$ cat config.mk
export PLATFORM = sky130hd
export DESIGN_NAME = aha_tlx_training_lane
export DESIGN_NICKNAME = d
export VERILOG_FILES = /design/src/rtl/aha_tlx_training_lane.sv
export SDC_FILE = /design/constraint.sdc
export NUM_CORES = 1
export LEC_CHECK = 0
export ABC_CLOCK_PERIOD_IN_PS = 2790
export CORE_UTILIZATION = 40
export CTS_BUF_LIST = sky130_fd_sc_hd__clkbuf_2 sky130_fd_sc_hd__clkbuf_4 sky130_fd_sc_hd__clkbuf_8
export DETAILED_ROUTE_END_ITERATION = 8
export GPL_TIMING_DRIVEN = 0
export PLACE_DENSITY_LB_ADDON = 0.15
export SLEW_MARGIN = 20
export SYNTH_ARGS = -nofsm -noshare
export SYNTH_HDL_FRONTEND = slang
export SYNTH_SLANG_ARGS = --single-unit
$ cat constraint.sdc
create_clock -name clk_i -period 2.79 [get_ports clk_i]
set_clock_uncertainty 0.2 [all_clocks]
set_input_delay 0.4185 -clock clk_i [delete_from_list [all_inputs] [get_ports clk_i]]
set_output_delay 0.4185 -clock clk_i [all_outputs]
set_load 0.01 [all_outputs]
$ cat src/rtl/aha_tlx_training_lane.sv
// Single-bit TLX link-training lane: RX compares a sliding window against the
// training word and counts hits; TX serialises the word or passes data through.
module aha_tlx_training_lane #(
    parameter int SEQ_W = 32
) (
    input  logic             clk_i,
    input  logic             resetn_i,
    input  logic             d_in_i,
    input  logic             start_i,
    input  logic             clear_i,
    input  logic [SEQ_W-1:0] sequence_i,
    input  logic [SEQ_W-1:0] length_i,
    input  logic             auto_stop_i,
    input  logic             mode_i,
    output logic             done_o,
    output logic             active_o,
    output logic [SEQ_W-1:0] match_count_o,
    output logic             d_out_o
);

    localparam int                IDX_W     = $clog2(SEQ_W);
    localparam logic [IDX_W:0]    FILL_FULL = (IDX_W+1)'(SEQ_W);
    localparam logic [IDX_W-1:0]  TOP_IDX   = IDX_W'(SEQ_W - 1);

    logic             active_q;
    logic             done_q;
    logic [SEQ_W-1:0] match_count_q;
    logic [SEQ_W-1:0] cycle_cnt_q;
    logic [IDX_W:0]   fill_cnt_q;
    logic [IDX_W-1:0] bit_idx_q;
    logic [SEQ_W-1:0] rx_sr_q;
    logic             tx_q;

    logic [SEQ_W-1:0] rx_sr_d;
    logic [IDX_W:0]   fill_cnt_d;
    logic [SEQ_W-1:0] cycle_cnt_d;
    logic [SEQ_W-1:0] match_count_d;
    logic             match_hit;
    logic             len_hit;

    always_comb begin
        rx_sr_d       = {rx_sr_q[SEQ_W-2:0], d_in_i};
        fill_cnt_d    = (fill_cnt_q == FILL_FULL) ? fill_cnt_q : fill_cnt_q + 1'b1;
        cycle_cnt_d   = (&cycle_cnt_q) ? cycle_cnt_q : cycle_cnt_q + 1'b1;
        // Compare the window as it will be after this cycle's shift.
        match_hit     = (fill_cnt_d == FILL_FULL) && (rx_sr_d == sequence_i);
        match_count_d = (match_hit && !(&match_count_q)) ? match_count_q + 1'b1
                                                        : match_count_q;
        len_hit       = (length_i != '0) && (cycle_cnt_q == length_i - 1'b1);
    end

    always_ff @(posedge clk_i) begin
        if (!resetn_i) begin
            active_q      <= 1'b0;
            done_q        <= 1'b0;
            match_count_q <= '0;
            cycle_cnt_q   <= '0;
            fill_cnt_q    <= '0;
            bit_idx_q     <= '0;
            rx_sr_q       <= '0;
            tx_q          <= 1'b0;
        end else if (clear_i || start_i) begin
            // Clear wins over start; rx_sr is left alone since fill_cnt gates compares.
            active_q      <= !clear_i;
            done_q        <= 1'b0;
            match_count_q <= '0;
            cycle_cnt_q   <= '0;
            fill_cnt_q    <= '0;
            bit_idx_q     <= '0;
            tx_q          <= 1'b0;
        end else if (active_q) begin
            rx_sr_q       <= rx_sr_d;
            fill_cnt_q    <= fill_cnt_d;
            match_count_q <= match_count_d;
            tx_q          <= sequence_i[TOP_IDX - bit_idx_q];
            bit_idx_q     <= bit_idx_q + 1'b1;
            cycle_cnt_q   <= cycle_cnt_d;
            if (len_hit) begin
                done_q <= 1'b1;
                if (auto_stop_i) active_q <= 1'b0;
            end
        end else begin
            tx_q <= 1'b0;
        end
    end

    assign done_o        = done_q;
    assign active_o      = active_q;
    assign match_count_o = match_count_q;
    assign d_out_o       = mode_i ? tx_q : d_in_i;

endmodule

==> results_tabular.tex <==
\begin{tabular}{lr}
\hline
Metric & Value \\
\hline
\multicolumn{2}{l}{\textbf{Status}} \\
\quad Run status & finished, final reports clean \\
\multicolumn{2}{l}{\textbf{Routing}} \\
\quad Pre-antenna DRT Iters & 4 \\
\quad Via count & 5726 \\
\quad Detailed-route wire length per cell & 14.61 µm \\
\quad Residual DRC & 0 \\
\quad Wire length after detailed routing & 16480 µm \\
\quad Detailed Route Iter0 Violations & 233 \\
\quad Post-route ant nets & 0 \\
\quad Via density & 5.076 \\
\multicolumn{2}{l}{\textbf{Floorplan}} \\
\quad Core outline area & 15940 µm² \\
\quad Standard-cell row count & 46 \\
\quad Die area & 16940 µm² \\
\quad Die Y-Extent & 130.2 µm \\
\quad DIE WIDTH & 130.2 µm \\
\quad Ports placed on the boundary & 106 \\
\quad Initial core utilization & 41.22\% \\
\multicolumn{2}{l}{\textbf{Run}} \\
\quad Max-capacitance violation count & 0 \\
\multicolumn{2}{l}{\textbf{Clock tree}} \\
\quad Number of buffers between clock root and the deepest sink & 2 \\
\quad Clk slew on worst S/H paths & 0.10 ns \\
\quad CTS Sinks & 109 \\
\quad Number of CTS-inserted buffers & 9 \\
\quad Clock Root Buffer & sky130\_fd\_sc\_hd\_\_clkbuf\_8 \\
\quad Clk\_lat worst skew & 0.38 ns \\
\quad Count of H-tree levels built during CTS & 3 \\
\quad TritonCTS clock tree & yes \\
\multicolumn{2}{l}{\textbf{Cells and area}} \\
\quad Number of antenna cells inserted & 0 \\
\quad Layout fillers & 1534 \\
\quad Area added between synthesis and finish & 31.91\% \\
\quad Multi-input combinational cell area & 4629 µm² \\
\quad FF+latch area & 2187 µm² \\
\quad Fraction of layout instances using a drive strength above 1 & 15.13\% \\
\quad Number of nets in the layout & 984 \\
\quad Commonest non-fill, non-tap cells in the layout & sky130\_fd\_sc\_hd\_\_nand2\_1, sky130\_fd\_sc\_hd\_\_dfxtp\_1, sky130\_fd\_sc\_hd\_\_nor2\_1 \\
\quad Final std cell area, no fill & 8668 µm² \\
\quad Final Util & 54.37\% \\
\multicolumn{2}{l}{\textbf{STA}} \\
\quad Final-report setup violation count & 0 \\
\quad Final worst path period need & 2.712 ns \\
\quad Worst slew margin & 43.17\% \\
\quad Period utilization & 97.21\% \\
\quad Final Hold Violating Endpoints & 0 \\
\quad Worst slew pin tran & 0.8525 ns \\
\quad Count of final max-slew check failures & 0 \\
\quad Fmax & 368.7 MHz \\
\multicolumn{2}{l}{\textbf{Logic synthesis}} \\
\quad Share of the synthesized area in the top cell type & 33.21\% \\
\quad Number of flops mapped to enable cells by yosys & 0 \\
\quad Library cell with the largest summed area after synthesis & sky130\_fd\_sc\_hd\_\_dfxtp\_1 \\
\quad Yosys warnings & 0 \\
\quad Sequential cell area fraction in the yosys report & 33.21\% \\
\quad Main synth FF type & sky130\_fd\_sc\_hd\_\_dfxtp\_1 \\
\quad Dominant cells by area after synthesis & sky130\_fd\_sc\_hd\_\_dfxtp\_1, sky130\_fd\_sc\_hd\_\_xnor2\_1, sky130\_fd\_sc\_hd\_\_xor2\_1, sky130\_fd\_sc\_hd\_\_nand2\_1, sky130\_fd\_sc\_hd\_\_nor2\_1 \\
\quad Register bit count reported by yosys & 109 \\
\quad Mean post-synth cell area & 8.446 µm² \\
\quad Syn Nets & 855 \\
\quad Netlist Area Pre-Place & 6571 µm² \\
\quad Number of distinct library cell variants in the gate-level netlist after synthesis & 66 \\
\quad Post-synthesis async set-or-reset flop share & 0\% \\
\quad Number of standard cells after synthesis & 778 \\
\multicolumn{2}{l}{\textbf{Critical path}} \\
\quad Critical Path Sink Type & flip-flop \\
\quad Data required, critical path & 2.84 ns \\
\quad Worst endpoint data arrival time & 2.76 ns \\
\quad Max FO, Critical Path & 10 \\
\quad Startpoint kind of the worst setup timing path & primary input \\
\quad Critical path type & primary input to flip-flop \\
\multicolumn{2}{l}{\textbf{Pwr}} \\
\quad Lkg Pwr & 2.832 nW \\
\quad Areal power density over the cells & 347.6 nW/µm² \\
\quad Worst voltage drop across the vdd grid & 0.1898 mV \\
\multicolumn{2}{l}{\textbf{GRT}} \\
\quad Maximum number of pins on one net before global-route repair & 17 \\
\quad Initial antenna violation count & 0 \\
\quad Grt ovf & 0 \\
\quad Vias in the first global route & 5416 \\
\quad Global-route wire length before repair & 26850 µm \\
\quad Overall fraction of global-route tracks in use & 20.19\% \\
\multicolumn{2}{l}{\textbf{Worst hold path}} \\
\quad Class of the most critical hold timing path & flip-flop to flip-flop \\
\multicolumn{2}{l}{\textbf{Placement}} \\
\quad Count of port buffers added during placement & 104 \\
\quad Routability cong. & 0.8165 \\
\quad Sum of net half-perimeters after detailed placement & 12140 µm \\
\quad Placed inst area & 7883 µm² \\
\hline
\end{tabular}
-- critical path: stages --
cell and delay, ns:
sky130_fd_sc_hd__clkdlybuf4s50_1 0.45, sky130_fd_sc_hd__xnor2_1 0.25, sky130_fd_sc_hd__nand4_1 0.15, sky130_fd_sc_hd__nor4_2 0.42, sky130_fd_sc_hd__o2111ai_2 0.18, sky130_fd_sc_hd__a21o_1 0.23, sky130_fd_sc_hd__buf_8 0.17, sky130_fd_sc_hd__nor4b_4 0.29
sky130_fd_sc_hd__xnor2_1 0.15, sky130_fd_sc_hd__nor2_1 0.05
-- what timing repair did --
item	4_1_cts	5_1_grt
gates cloned	0	0
setup endpoints to repair	36	57
pin swaps	12	24
buffers inserted	3	11
hold buffers	0	0
resized for setup	52	84
-- cell usage after synthesis (3+ instances only) --
master                       n
sky130_fd_sc_hd__nand2_1   106
sky130_fd_sc_hd__inv_1      17
sky130_fd_sc_hd__nor3b_1     4
sky130_fd_sc_hd__ha_1        6
sky130_fd_sc_hd__and3_1      7
sky130_fd_sc_hd__and2_1      5
sky130_fd_sc_hd__nor2b_1     5
sky130_fd_sc_hd__a21oi_1     6
sky130_fd_sc_hd__nand3b_1    3
sky130_fd_sc_hd__nand4_1    22
sky130_fd_sc_hd__xnor2_1    95
sky130_fd_sc_hd__nor4_2     15
sky130_fd_sc_hd__nor2_1     98
sky130_fd_sc_hd__o21ai_0    12
sky130_fd_sc_hd__clkbuf_1   24
sky130_fd_sc_hd__buf_2       4
sky130_fd_sc_hd__dfxtp_1   109
sky130_fd_sc_hd__nand2b_1    6
sky130_fd_sc_hd__mux2i_1     6
sky130_fd_sc_hd__or4_1       5
sky130_fd_sc_hd__nand4b_1    4
sky130_fd_sc_hd__a21boi_0   31
sky130_fd_sc_hd__or3_1       8
sky130_fd_sc_hd__and4_1      7
sky130_fd_sc_hd__nor3_1     26
sky130_fd_sc_hd__xor2_1     47
sky130_fd_sc_hd__a31oi_1     3
sky130_fd_sc_hd__nor4b_2     3
sky130_fd_sc_hd__mux4_2     10
sky130_fd_sc_hd__nand3_1    34
sky130_fd_sc_hd__nor4_1      8
-- metal layers --
metal / vias up / wire (µm) / GRT usage (%)
li1: 2946 / - / -
met1: 2650 / 7815 / 27.11
met2: 109 / 7790 / 33.57
met3: 21 / 569 / 2.009
met4: 0 / 300 / 7.250
met5: - / 0 / 0
-- registers in the layout (all words and copies together) (netlist names) --
name           flops
cycle_cnt_q       32
match_count_o     32
rx_sr_q           31
fill_cnt_q         6
bit_idx_q          5
active_o           1
done_o             1
tx_q               1
-- metrics by stage --
stage               worst slack, ns  hold WS (ns)  setup TNS, ns  std cells  total power [mW]
floorplan                    0.1417        0.2560              0        778             1.735
global placement             -1.036        0.2700         -13.07       1098             1.912
detailed placement           -1.056        0.2646         -13.91       1098             1.911
CTS                        -0.01806        0.2860       -0.01806       1117             3.037
global route               -0.04069        0.3105       -0.05417       1128             3.140
finish                      0.07772        0.2908              0       1128             3.013
-- final timing paths --
| check | to | start | slack, ns | cells after the start |
|---|---|---|---|---|
| setup reg to reg | match_count_o[23]$_SDFFE_PP0P_ | fill_cnt_q[3]$_SDFFE_PP0P_ | 0.17 | 9 |
| hold / removal | rx_sr_q[11]$_SDFFE_PN0P_ | rx_sr_q[10]$_SDFFE_PN0P_ | 0.29 | 2 |
| setup / recovery | match_count_o[23]$_SDFFE_PP0P_ | sequence_i[26] | 0.08 | 10 |
| hold reg to reg | rx_sr_q[11]$_SDFFE_PN0P_ | rx_sr_q[10]$_SDFFE_PN0P_ | 0.29 | 2 |
-- area by class of cell --
class / instances / area share, %
multi-input cells: 622 / 53.41
repair buffers: 118 / 13.19
clock buffers: 13 / 1.920
flip-flops and latches: 109 / 25.23
clock inverters: 3 / 0.7794
well taps: 216 / 3.118
inverters: 17 / 0.7361
plain buffers: 30 / 1.617
-- where the power goes --
part	leakage, nW	switching [mW]	internal, mW
clock	0.117	0.532	0.576
sequential	0.880	0.00302	1.56
combinational	1.84	0.170	0.175
total	2.83	0.706	2.31
-- logic make-up after synthesis --
| group | count (synthesis) | share of synthesized area (%) |
|---|---|---|
| AND/OR/NAND/NOR | 383 | 31.34 |
| XOR/XNOR | 142 | 18.93 |
| flip-flops | 109 | 33.21 |
| AO/OA/AOI/OAI | 73 | 7.826 |
| buffers and inverters | 47 | 2.875 |
| multiplexers | 18 | 4.684 |
| adder cells (fa/ha/maj) | 6 | 1.142 |
(Power assumes the default switching activity.)
==> edit (config.mk and constraints unchanged) <==
Set the parameter `SEQ_W` to 128 (it was 32).
--- a/src/rtl/aha_tlx_training_lane.sv
+++ b/src/rtl/aha_tlx_training_lane.sv
@@ -1,7 +1,7 @@
 // Single-bit TLX link-training lane: RX compares a sliding window against the
 // training word and counts hits; TX serialises the word or passes data through.
 module aha_tlx_training_lane #(
-    parameter int SEQ_W = 32
+    parameter int SEQ_W = 128
 ) (
     input  logic             clk_i,
     input  logic             resetn_i,
Interface: changed (resized length_i, match_count_o and sequence_i); port bits go from 106 to 394. The function was not compared with the original's and may differ.
==> edit against the original RTL <==
- the run now ends with negative setup slack left
- sequential cell count increased by 292
- design area increased to 4.4 times the old value
- critical path depth up 2
- setup slack lost 1.1 ns
- synthesized area rose to 3.8 times the old value
- fmax fell by 30%
- routed wire length grew to 6.4 times the old value
- clock power grew to 5.0 times the old value
- sequential power rose to 3.6 times the old value
- total power rose to 4.2 times the old value
- largest cell class unchanged
==> edit: results <==
export IMPL_status="finished, violations left"
export IMPL_violations="negative setup slack"
export IMPL_grt_pass1_vias=25700
export IMPL_finalHoldWorstSlack_ns=0.175
export IMPL_p_seq_mw=5.68
export IMPL_grt_pass1_wl_um=155000
export IMPL_finalSetupTns_ns=-125.72
export IMPL_hold_end="active_o$_SDFF_PN0_"
export IMPL_drive_above_1_share=0.270
export IMPL_drt_wirelength_per_cell_um=22.1
export IMPL_dp_slack_ns=-3.08
export IMPL_grt_max_degree=20
export IMPL_max_stage_delay_ns=0.55
export IMPL_drt_iter0_drc=2458
export IMPL_synth_common_cells="434 x nand2_1, 401 x dfxtp_1, 345 x nor2_1"
export IMPL_cts_buffer_depth=3
export IMPL_finalSetupViolCount=238
export IMPL_worstReg2RegStart="rx_sr_q[39]$_SDFFE_PN0P_"
export IMPL_p_leak_nw=12.9
export IMPL_ir_drop_mv=0.317
export IMPL_clock_latency_ns=0.66
export IMPL_layout_nets=4191
export IMPL_gp_congestion=1.00
export IMPL_seq_area_frac_synth=0.320
export IMPL_layout_setup_ws_ns=-1.07
export IMPL_cts_made_buffers=71
export IMPL_dpl_cell_count=4419
export IMPL_io_buffer_count=390
export IMPL_slew_headroom=0.131
export IMPL_hold_class="in2reg"
edit: layer usage:
layer  vias to the layer above  wire, um  track usage
met5                         -        19            0
met4                         2      3410       0.0942
met3                       239      7700       0.0532
met2                      1171     49500        0.515
met1                     13400     45500        0.427
li1                      12900         -            -
edit: final cells by class:
type	count	area, sq um
buffer	110	672
clock buffer	107	1320
clock inverter	10	62.6
fill	5418	23900
inverter	62	233
multi-input combinational	2590	19800
sequential	401	8280
tap	837	1050
timing repair buffer	686	6540
edit: how the worst max path moves through the flow:
| stage | from | end | slack, ns |
|---|---|---|---|
| after floorplan | length_i[29] | active_o$_SDFF_PN0_ | -1.12 |
| after global placement | length_i[0] | active_o$_SDFF_PN0_ | -3.46 |
| after detailed placement | length_i[16] | active_o$_SDFF_PN0_ | -3.08 |
| after CTS | rx_sr_q[88]$_SDFFE_PN0P_ | match_count_o[99]$_SDFFE_PP0P_ | -1.12 |
| after global routing | match_count_o[4]$_SDFFE_PP0P_ | match_count_o[99]$_SDFFE_PP0P_ | -1.12 |
| final | sequence_i[71] | match_count_o[103]$_SDFFE_PP0P_ | -1.07 |
edit: what timing repair did:
item,in CTS,in global routing
setup endpoints to repair,385,270
gates cloned,3,1
setup buffers,169,138
resized for setup,571,377
endpoints found under the hold margin,0,0
pin swaps,162,204
edit: kinds of logic after synthesis:
logic type                 after synthesis  share of synthesized area
adders and majority gates                6                    0.00299
muxes                                   70                     0.0365
DFF                                    401                      0.320
buffers and inverters                  201                     0.0311
AOI/OAI and AO/OA                      379                      0.104
and+or+nand+nor                       1632                      0.330
xor gates and xnor gates               503                      0.176
edit: worst max-delay path, delay by kind of cell:
kind                   cells  cell delay, ns
AOI/OAI and AO/OA          2            0.47
buffers and inverters      3            0.82
and+or+nand+nor            7            2.49
